<file path="config.mk">
export PLATFORM = sky130hd
export DESIGN_NAME = tsn_dequeue_scheduler
export DESIGN_NICKNAME = d
export VERILOG_FILES = /design/src/rtl/tsn_sched_pkg.sv /design/src/rtl/prio_enc8.sv /design/src/rtl/tsn_dequeue_scheduler.sv
export SDC_FILE = /design/constraint.sdc
export NUM_CORES = 1
export LEC_CHECK = 0
export ABC_AREA = 1
export CELL_PAD_IN_SITES_DETAIL_PLACEMENT = 1
export CELL_PAD_IN_SITES_GLOBAL_PLACEMENT = 1
export CORE_MARGIN = 2
export CORE_UTILIZATION = 25
export DETAILED_ROUTE_END_ITERATION = 10
export PLACE_DENSITY = 0.87
export RECOVER_POWER = 25
export SLEW_MARGIN = 20
export SYNTH_ARGS = -nofsm -noshare
export SYNTH_HDL_FRONTEND = slang
export SYNTH_SLANG_ARGS = --single-unit
</file>
<file path="constraint.sdc">
create_clock -name clk_in -period 1.74 [get_ports clk_in]
set_input_delay 0.348 -clock clk_in [delete_from_list [all_inputs] [get_ports clk_in]]
set_output_delay 0.348 -clock clk_in [all_outputs]
set_load 0.02 [all_outputs]
</file>
<file path="src/rtl/tsn_sched_pkg.sv">
// Shared constants, FSM encoding and flat-index helper for the TSN dequeue scheduler.
package tsn_sched_pkg;

  localparam int unsigned NUM_PORTS  = 3;
  localparam int unsigned NUM_QUEUES = 8;
  localparam int unsigned PORT_W     = 2;
  localparam int unsigned QUEUE_W    = 3;

  typedef enum logic {
    S_IDLE = 1'b0,
    S_REQ  = 1'b1
  } state_e;

  // Bit position of (port, queue) in the flat ready/gate vectors.
  function automatic int unsigned flat_idx(int unsigned port, int unsigned queue);
    return port * NUM_QUEUES + queue;
  endfunction

endpackage

</file>
<file path="src/rtl/prio_enc8.sv">
// 8-bit strict-priority encoder; the highest set bit wins.
module prio_enc8 (
  input  logic [7:0] req_i,
  output logic       hit_o,
  output logic [2:0] idx_o
);

  always_comb begin
    hit_o = |req_i;
    idx_o = 3'd0;
    for (int i = 0; i < 8; i++) begin
      if (req_i[i]) idx_o = 3'(i);
    end
  end

endmodule

</file>
<file path="src/rtl/tsn_dequeue_scheduler.sv">
// Per-port egress scheduler: strict priority within a port, round-robin across ports,
// valid/ready dequeue request and per-port in-flight tracking.
module tsn_dequeue_scheduler
  import tsn_sched_pkg::*;
(
  input  logic                             clk_in,
  input  logic                             rst_n,
  input  logic [NUM_PORTS*NUM_QUEUES-1:0]  queue_o_rdy,
  input  logic [NUM_PORTS*NUM_QUEUES-1:0]  gate_open,
  output logic                             deq_vld,
  input  logic                             deq_rdy,
  output logic [PORT_W-1:0]                deq_port,
  output logic [QUEUE_W-1:0]               deq_queue,
  input  logic [NUM_PORTS-1:0]             tx_done,
  output logic [NUM_PORTS-1:0]             port_active
);

  state_e                 state_q, state_d;
  logic                   deq_vld_q, deq_vld_d;
  logic [PORT_W-1:0]      deq_port_q, deq_port_d;
  logic [QUEUE_W-1:0]     deq_queue_q, deq_queue_d;
  logic [PORT_W-1:0]      rr_ptr_q, rr_ptr_d;
  logic [NUM_PORTS-1:0]   port_active_q, port_active_d;

  logic [NUM_PORTS-1:0]   port_hit;
  logic [QUEUE_W-1:0]     port_idx [NUM_PORTS];

  for (genvar p = 0; p < NUM_PORTS; p++) begin : g_port
    logic [NUM_QUEUES-1:0] elig;

    assign elig = queue_o_rdy[flat_idx(p, 0) +: NUM_QUEUES]
                & gate_open[flat_idx(p, 0) +: NUM_QUEUES]
                & {NUM_QUEUES{~port_active_q[p]}};

    prio_enc8 u_prio_enc (
      .req_i (elig),
      .hit_o (port_hit[p]),
      .idx_o (port_idx[p])
    );
  end

  logic               sel_found;
  logic [PORT_W-1:0]  sel_port;
  logic [QUEUE_W-1:0] sel_queue;

  // Search starts one past the last granted port and wraps modulo NUM_PORTS.
  always_comb begin
    sel_found = 1'b0;
    sel_port  = '0;
    sel_queue = '0;
    for (int k = 1; k <= NUM_PORTS; k++) begin
      int c;
      c = (int'(rr_ptr_q) + k) % NUM_PORTS;
      if (!sel_found && port_hit[c]) begin
        sel_found = 1'b1;
        sel_port  = PORT_W'(c);
        sel_queue = port_idx[c];
      end
    end
  end

  always_comb begin
    state_d       = state_q;
    deq_vld_d     = deq_vld_q;
    deq_port_d    = deq_port_q;
    deq_queue_d   = deq_queue_q;
    rr_ptr_d      = rr_ptr_q;
    port_active_d = port_active_q & ~tx_done;

    unique case (state_q)
      S_IDLE: begin
        if (sel_found) begin
          deq_vld_d   = 1'b1;
          deq_port_d  = sel_port;
          deq_queue_d = sel_queue;
          state_d     = S_REQ;
        end
      end
      S_REQ: begin
        if (deq_rdy) begin
          deq_vld_d                 = 1'b0;
          port_active_d[deq_port_q] = 1'b1;
          rr_ptr_d                  = deq_port_q;
          state_d                   = S_IDLE;
        end
      end
    endcase
  end

  always_ff @(posedge clk_in or negedge rst_n) begin
    if (!rst_n) begin
      state_q       <= S_IDLE;
      deq_vld_q     <= 1'b0;
      deq_port_q    <= '0;
      deq_queue_q   <= '0;
      rr_ptr_q      <= PORT_W'(2);
      port_active_q <= '0;
    end else begin
      state_q       <= state_d;
      deq_vld_q     <= deq_vld_d;
      deq_port_q    <= deq_port_d;
      deq_queue_q   <= deq_queue_d;
      rr_ptr_q      <= rr_ptr_d;
      port_active_q <= port_active_d;
    end
  end

  assign deq_vld     = deq_vld_q;
  assign deq_port    = deq_port_q;
  assign deq_queue   = deq_queue_q;
  assign port_active = port_active_q;

endmodule

</file>
==> qor.yml <==
flow_run:
  drv_cap: 0
synth:
  synth_warnings: 0
  synth_mux_area_share_pct: 0
  yosys.area.top_type: "nand2_1"
  ys_ff_latch: 12
  synth_top_area_share_pct: 26.5
  yosys-top-cells-area: "nand2_1 26%, dfrtp_1 20%, nand3_1 15%, nand3_2 6.4%, inv_1 4.3%"
  synth_fa_ha_area_share_pct: 1.78
  synth-compound-area-share_pct: 5.97
  postSynthCellCount: 237
  synth_area_per_cell_um2: 5.92
  ys_types: 23
  synth_fp_nets: 293
  synth_top_family_by_area: "simple AND/OR/NAND/NOR gates"
  synth_area_um2: 1400
  synthXorXnorAreaFrac_pct: 0
  synth-simple-area-share_pct: 64.2
  synth-seq-area-share_pct: 21.5
timing:
  period_share_pct: 107
  fin_ws_ps: -121
  hold_ws_ps: 509
  rsz0062_at_grt: "yes"
  setup_viol: 6
  clock.fmax_mhz: 537
  worstMarginPinSlew_ps: 553
  period_needed_ps: 1860
  drv_slew: 0
  slew_headroom_pct: 63.0
  hold_viol_final: 0
  clock_skew_ps: 1.25
pwr:
  switching_share_pct: 52.7
  clockPowerShare_pct: 6.6
  p_seq_share_pct: 11.8
  finalPower_mw: 4.60
  p_sw_mw: 2.42
  power.density_nw_per_um2: 1710
  internal_power_mw: 2.18
  leakage_nw: 1.32
  peakVddDrop_uv: 965
  combPwrFrac_pct: 81.6
grt:
  grt_max_degree: 13
  grt_usage_pct: 19.3
  antenna_found_initial: 0
  globalRouteOverflowTotal: 0
  grt_pass1_vias: 2130
  grt_first_pass_wirelength_um: 9730
floorplanning:
  initial_utilization_pct: 25.7
  die_width_um: 78.9
  die_y_um: 78.9
  std_cell_rows: 27
  die_area_um2: 6230
  io_pins: 63
  core_um2: 5470
setup_path:
  cp_max_fo: 7
  cpMostUsedCell: "nand2_1"
  crit_path_start_kind: "flip-flop"
  crit_slowest_cell: "dfstp_2"
  crit_type: "flip-flop to flip-flop"
  path_cells: "ha_4, inv_1, buf_4, nand3_1, nand3_1, nand2_1, nand3_1, nand2_1, inv_1, nand2_1, nand2_1, nand2_1"
  critPathMaxStageDelay_ps: 560
  cp_data_arrival_time_ps: 2040
  cp.required_ps: 1920
  end_kind: "flip-flop"
routing:
  ant_nets: 0
  wl_um: 6300
  vias: 2046
  drc: 0
  wire_per_inst_um: 15.2
  firstDrtPassIters: 4
  via_per_inst: 4.93
  drt_iter0_drc: 78
clock_network:
  clkTransAtPathRegs_ps: 50
  clock_latency_ps: 240
  cts_tree: "done"
  cts-root-buf: "clkbuf_8"
  holdBufCountCts: 0
  cts.sinks: 12
  cts.htree.levels: 1
  numCtsBuffers: 3
  clock_path_buffers: 2
hold_path:
  hold_class: "flip-flop to flip-flop"
placed_design:
  gp_congestion: 0.892
  dp_cells: 398
  dp_hpwl_um: 4450
  place_ws_ps: -360
  portBuffers: 62
run_status:
  violations: "negative setup slack"
  status: "finished, violations left"
cells_and_area:
  fill_cells: 715
  multiInputGateArea_um2: 1210
  diodes: 0
  drive_above_1_share_pct: 34.1
  final_util_pct: 49.1
  final_nets: 400
  areaGrowthSynthToFinish_pct: 91.4
  instances_no_fill: 415
  seqCellArea_um2: 303
placed cells by master, fill, tap and decap left out, types with 6 or more instances in the layout:
master            n
dfrtp_1          10
clkdlybuf4s50_1  46
inv_1            13
nor2_4            6
dlygate4sd2_1    13
nand2_2          18
nand2_1          86
buf_4            38
nand3_2          21
nor2_1            6
nand3_1          30
worst max-delay path, delay by kind of cell, from the launching register on:
kind,cells,cell delay (ps)
simple gates,8,710
flops,1,560
buf+inv,3,320
fa+ha+maj,1,200
through the flow:
step | instance area (µm²) | setup TNS, ps
final | 2690 | -425
after global routing | 2690 | -1170
after CTS | 2550 | -31.5
after detailed placement | 2330 | -2230
after global placement | 2330 | -1740
after floorplan | 1410 | 0
synth_stat cells:
library cell,instances
nand2_1,99
nand3_1,43
inv_1,16
nor2_1,12
dfrtp_1,11
nand3_2,9
o21ai_0,7
nand2_2,6
inv_2,5
nand4_1,5
a21oi_1,3
nand2_4,3
nor2_2,3
buf_2,2
ha_1,2
nand3_4,2
nor2_4,2
o22ai_1,2
clkbuf_1,1
dfstp_2,1
o21ai_1,1
o21bai_1,1
o32ai_1,1
timing repair:
item | in CTS | in global routing
resized for setup | 46 | 29
gates cloned | 1 | 1
buffers inserted | 8 | 3
pin swaps | 22 | 13
endpoints found under the setup margin | 7 | 7
cell type report:
cell class / instances / share of cell area [%]
clock buffers: 4 / 2.05
inverters: 21 / 3.40
multi-input cells: 202 / 45.1
flip-flops and latches: 12 / 11.3
well taps: 72 / 3.35
repair buffers: 103 / 34.5
repair inverters: 1 / 0.279
cells by family (layout without fill, tap and decap cells):
family | count (synthesis) | after routing
simple gates | 184 | 185
buf+inv | 24 | 129
compound gates | 15 | 15
flops | 12 | 12
fa+ha+maj | 2 | 2
power by group through the flow:
stage                     clock network, mW  logic, mW  registers (mW)
after floorplan                           0       1.64           0.609
after global placement                    0       2.81           0.517
after detailed placement                  0       2.90           0.521
after CTS                             0.309       3.29           0.531
after global routing                  0.327       4.08           0.558
final                                 0.302       3.75           0.543
final timing paths:
path,startpoint,to,slack (ps),cells after the start
max,rr_ptr_q[1],deq_queue[1],-120,12
min,deq_queue[2],deq_queue[2],510,2
max reg2reg,rr_ptr_q[1],deq_queue[1],-120,12
min reg2reg,deq_queue[2],deq_queue[2],510,2
max in group asynchronous,rst_n,port_active[0],810,1
min in group asynchronous,rst_n,deq_port[1],540,1
registers in the layout, summed over array words and instances, names as in the netlist:
register and count:
deq_queue 3, port_active 3, deq_port 2, rr_ptr_q 2, deq_vld 1, state_q 1
metal layers:
| metal | track usage [%] | up-vias | share of wire, % |
|---|---|---|---|
| met1 | 23.2 | 978 | 40 |
| met4 | 5.34 | 0 | 3.1 |
| met2 | 36.1 | 59 | 53 |
| met5 | 0 | - | 0 |
| met3 | 2.16 | 16 | 3.5 |
| li1 | - | 993 | - |
(Power assumes the default switching activity.)
==> variant 1: new RTL, same settings <==
Change the package constant `NUM_PORTS` from 3 to 2.
--- a/src/rtl/tsn_sched_pkg.sv
+++ b/src/rtl/tsn_sched_pkg.sv
@@ -2,5 +2,5 @@
 package tsn_sched_pkg;
 
-  localparam int unsigned NUM_PORTS  = 3;
+  localparam int unsigned NUM_PORTS  = 2;
   localparam int unsigned NUM_QUEUES = 8;
   localparam int unsigned PORT_W     = 2;
Interface: changed (resized gate_open, port_active, queue_o_rdy and tx_done); port bits go from 63 to 45. The function was not compared with the original's and may differ.
==> variant 1 against the unedited design <==
Core utilization fell by 6.2 points; sequential cell count down 3; synthesized area down 43%; routed wire length shrank 60%; worst setup slack improved by 210 ps; sequential share of layout area increased by 5.9 points; total power shrank 73%; clock power fell by 45%; design area decreased by 51%; largest power group unchanged.
==> variant 1: results (changes against the unedited design) <==
stage,metric,value,unit,change
status,status,completed,,
global_route,maximum number of pins on one net before global-route repair,11,,-2
layout,fill cell instance count of the final layout,400,,-44%
routing,drt total wl,2.50,mm,-60%
worst_setup_path,crit-path max FO,3,,-4
worst_setup_path,worst reg2reg path startpoint,port_active[0]$_DFF_PN0_,,
place,routability-driven placement congestion ratio,0.807,,-9.5%
worst_setup_path,Max stage delay on crit path,640,ps,+80 ps
place,pre-CTS setup slack,-55.3,ps,+304 ps
logic_synthesis,Synthesized Nets,161,,-45%
clocking,setup fix buffers added after clock tree synthesis,0,,-8
worst_setup_path,capturing element of the worst setup path,port_active[0],,
logic_synthesis,"Distinct cells, synth",16,,-30%
routing,initial detailed-routing violation count,9,,-88%
place,DPL Wire Length,2.13,mm,-52%
pwr,static power due to leakage,0.619,nW,-53%
routing,routed length per instance,11.7,um,-23%
global_route,vias in the first global route,989,,-54%
global_route,overall track demand over capacity in global routing,14.8,%,-4.5 points
logic_synthesis,gate count of the mapped netlist,124,,-48%
worst_setup_path,capturing point of the worst reg2reg path,deq_queue[0]$_DFFE_PN0P_,,
logic_synthesis,fraction of the yosys area taken by sequential cells,28.0,%,+6.5 points
pwr,worst supply voltage drop on vdd,0.000636,V,-34%
place,Post-DP Area,0.00128,mm2,-45%
pwr,total power per unit cell area,955,mW/mm2,-44%
sta,worst clock skew on the final layout,2.63,ps,+1.38 ps
worst_setup_path,worst reg-to-reg path cell count,10,,-2
clocking,PostCTS Resize Cnt,0,,-100%
global_route,first-pass GRT wire length,4.15,mm,-57%
worst_setup_path,kind of cell adding the most delay to the critical path,buffers and inverters,,
place,number of cells after detailed placement,210,,-47%
clocking,clock latency of the later-clocked register in the worst-skew pair,260,ps,+20 ps
variant 1: layout make-up:
| cell class | count | share of cell area, % |
|---|---|---|
| Timing Repair Buffer | 43 | 32.9 |
| Tap cell | 44 | 4.21 |
| Multi-Input combinational cell | 102 | 40.1 |
| Inverter | 12 | 3.63 |
| Clock buffer | 4 | 2.01 |
| Sequential cell | 9 | 17.2 |
variant 1: layer usage:
layer / up-vias / track usage, % / share of wire, %
li1: 495 / - / -
met2: 16 / 27.0 / 53
met3: 2 / 0.640 / 2.4
met1: 443 / 18.6 / 43
met5: - / 0 / 0
met4: 0 / 4.66 / 0.76
variant 1: cells by family (layout without fill, tap and decap cells):
logic type | after synthesis | in the layout | synth area share, %
compound gates | 13 | 13 | 8.24
flops | 9 | 9 | 28.0
simple gates | 88 | 88 | 56.5
buf+inv | 13 | 59 | 6.84
other cells | 1 | 1 | 0.466
==> variant 2: new RTL, same settings <==
Without the edit above. Reset style: synchronous (`rst_n`), changed in one clocked block.
--- a/src/rtl/tsn_dequeue_scheduler.sv
+++ b/src/rtl/tsn_dequeue_scheduler.sv
@@ -88,5 +88,5 @@
   end
 
-  always_ff @(posedge clk_in or negedge rst_n) begin
+  always_ff @(posedge clk_in) begin
     if (!rst_n) begin
       state_q       <= S_IDLE;
Formal check against the unedited RTL: differs if rst_n is asserted again (counterexample within 4 cycles, from zero or initial values and one cycle with rst_n low); with rst_n held inactive, the same outputs for 10 cycles.
==> variant 2 against the unedited design <==
The flow still finishes with violations (negative setup slack); clock skew is 2.7 ps higher; sequential cell count stayed put; synthesized area is 2.1% lower; highest routed layer unchanged; routed wire length is 27% higher; sequential share of layout area is 2.1 points lower; design area is 2.7% higher; worst setup slack better by 13 ps; cell count stayed put.
Power is left out: it rests on default switching activity, and per cell area and clock period it moved more than threefold.
==> variant 2: results (changes against the unedited design) <==
stage,metric,value,unit,change
hold_path,critical hold path startpoint,deq_queue[1]$_SDFFE_PN0P_,,
place,number of buffer cells added on primary ports,62,,unchanged
global_route,overall track demand over capacity in global routing,22.7,%,+3.4 points
worst_setup_path,worst reg2reg path startpoint,port_active[0]$_SDFF_PN0_,,
worst_setup_path,Critical Path AT,1980,ps,-60 ps
logic_synthesis,leading cell types by total area after synthesis,"sky130_fd_sc_hd__nand2_1 (19%), sky130_fd_sc_hd__dfxtp_1 (17%), sky130_fd_sc_hd__nand3_1 (14%)",,
logic_synthesis,fraction of the yosys area taken by sequential cells,17.5,%,-4.0 points
worst_setup_path,worst reg-to-reg path cell count,10,,-2
logic_synthesis,Synth top cells by count,"sky130_fd_sc_hd__nand2_1 (71), sky130_fd_sc_hd__nand3_1 (38), sky130_fd_sc_hd__nor2_1 (18)",,
place,DPL Wire Length,4.81,mm,+8.3%
logic_synthesis,Synthesized Nets,288,,-1.7%
hold_path,hold path endpoint,deq_queue[1]$_SDFFE_PN0P_,,
global_route,number of antenna violations at the first check in global routing,0,,unchanged
sta,Worst Slack Setup Final,-108,ps,+13.3 ps
sta,number of setup violations in the final report,5,,-1
routing,initial detailed-routing violation count,108,,+38%
place,number of cells after detailed placement,392,,-1.5%
layout,share of layout cells above drive strength 1,44.3,%,+10 points
global_route,first-pass GRT wire length,11.0,mm,+13%
worst_setup_path,capturing point of the worst reg2reg path,deq_queue[1]$_SDFFE_PN0P_,,
status,status,finished with violations,,
sta,aggregate negative setup slack,-272,ps,+152 ps
logic_synthesis,most instantiated flip-flop cell in the synthesis netlist,sky130_fd_sc_hd__dfxtp_1,,
routing,routed length per instance,19.3,um,+27%
layout,final net count,402,,+0.50%
global_route,vias in the first global route,2289,,+7.5%
place,pre-CTS setup slack,-489,ps,-129 ps
logic_synthesis,proportion of synthesized flip-flops having asynchronous set or reset,0,%,-100 points
logic_synthesis,"Distinct cells, synth",31,,+35%
place,Post-DP Area,0.00230,mm2,-1.3%
global_route,maximum number of pins on one net before global-route repair,11,,-2
routing,number of vias in the routed layout,2169,,+6.0%
sta,Hold WS,483,ps,-25.8 ps
sta,slew at the pin closest to its max-slew limit,354,ps,-199 ps
status,violations in the final reports,negative setup slack,,
place,routability-driven placement congestion ratio,0.872,,-2.2%
logic_synthesis,gate count of the mapped netlist,232,,-2.1%
[variant 2: cell types whose count changed after synthesis, sizes merged, moves of 2 or more]
cell / delta
nand3: -10
nand2: -23
dfxtp: +12
or2: +3
o31ai: +2
o21ai: +4
o22ai: -2
dfrtp: -11
nand4: -2
a21oi: +8
nor3: +5
nor2: +5
inv: -2
buf: +3
[variant 2: what timing repair did]
action / CTS / global route
setup buffers: 15 / 3
pin swaps: 53 / 35
endpoints found under the setup margin: 7 / 7
gates cloned: 0 / 1
resized for setup: 93 / 46
[variant 2: how the worst max path moves through the flow]
stage                                      to                 startpoint  cells after the start
floorplan            deq_port[1]$_SDFFE_PN0P_   rr_ptr_q[1]$_SDFFE_PN1P_                     12
finish              deq_queue[1]$_SDFFE_PN0P_  port_active[0]$_SDFF_PN0_                     10
CTS                  deq_port[1]$_SDFFE_PN0P_   rr_ptr_q[0]$_SDFFE_PN0P_                     12
global placement     deq_port[1]$_SDFFE_PN0P_            queue_o_rdy[19]                     10
detailed placement   deq_port[1]$_SDFFE_PN0P_              gate_open[18]                     12
global route        deq_queue[1]$_SDFFE_PN0P_   rr_ptr_q[0]$_SDFFE_PN0P_                     11
[variant 2: logic make-up (layout without fill, tap and decap cells)]
logic type / count (synthesis) / count (layout) / synth area share [%]
AO/OA/AOI/OAI: 28 / 28 / 11.2
adder cells (fa/ha/maj): 2 / 2 / 1.82
buffers and inverters: 26 / 139 / 8.74
flip-flops: 12 / 12 / 17.5
AND/OR/NAND/NOR: 164 / 164 / 60.7
[variant 2: area by class of cell]
type | instances | area (um2)
Tap cell | 70 | 87.6
Timing Repair Buffer | 115 | 990
Sequential cell | 12 | 254
Fill cell | 649 | 2450
Inverter | 20 | 96.3
Multi-Input combinational cell | 194 | 1280
Clock buffer | 4 | 55.1
[variant 2: per-layer routing]
layer  track usage [%]  vias to the layer above  part of all wire [%]
met5                 0                        -                     0
met3              2.99                       29                   4.4
met4              8.07                        0                   3.5
met1              25.0                     1064                    38
met2              44.0                       81                    54
li1                  -                      995                     -
[variant 2: worst max-delay path, stage by stage (launching register included)]
cell and delay, ps:
sky130_fd_sc_hd__dfxtp_2 330, sky130_fd_sc_hd__inv_4 100, sky130_fd_sc_hd__nand3_2 100, sky130_fd_sc_hd__buf_4 150, sky130_fd_sc_hd__and3_1 200, sky130_fd_sc_hd__nor3_1 300, sky130_fd_sc_hd__o21ai_1 170, sky130_fd_sc_hd__nor2_2 160
sky130_fd_sc_hd__nor2_2 60, sky130_fd_sc_hd__nand2_1 100, sky130_fd_sc_hd__a21oi_2 60
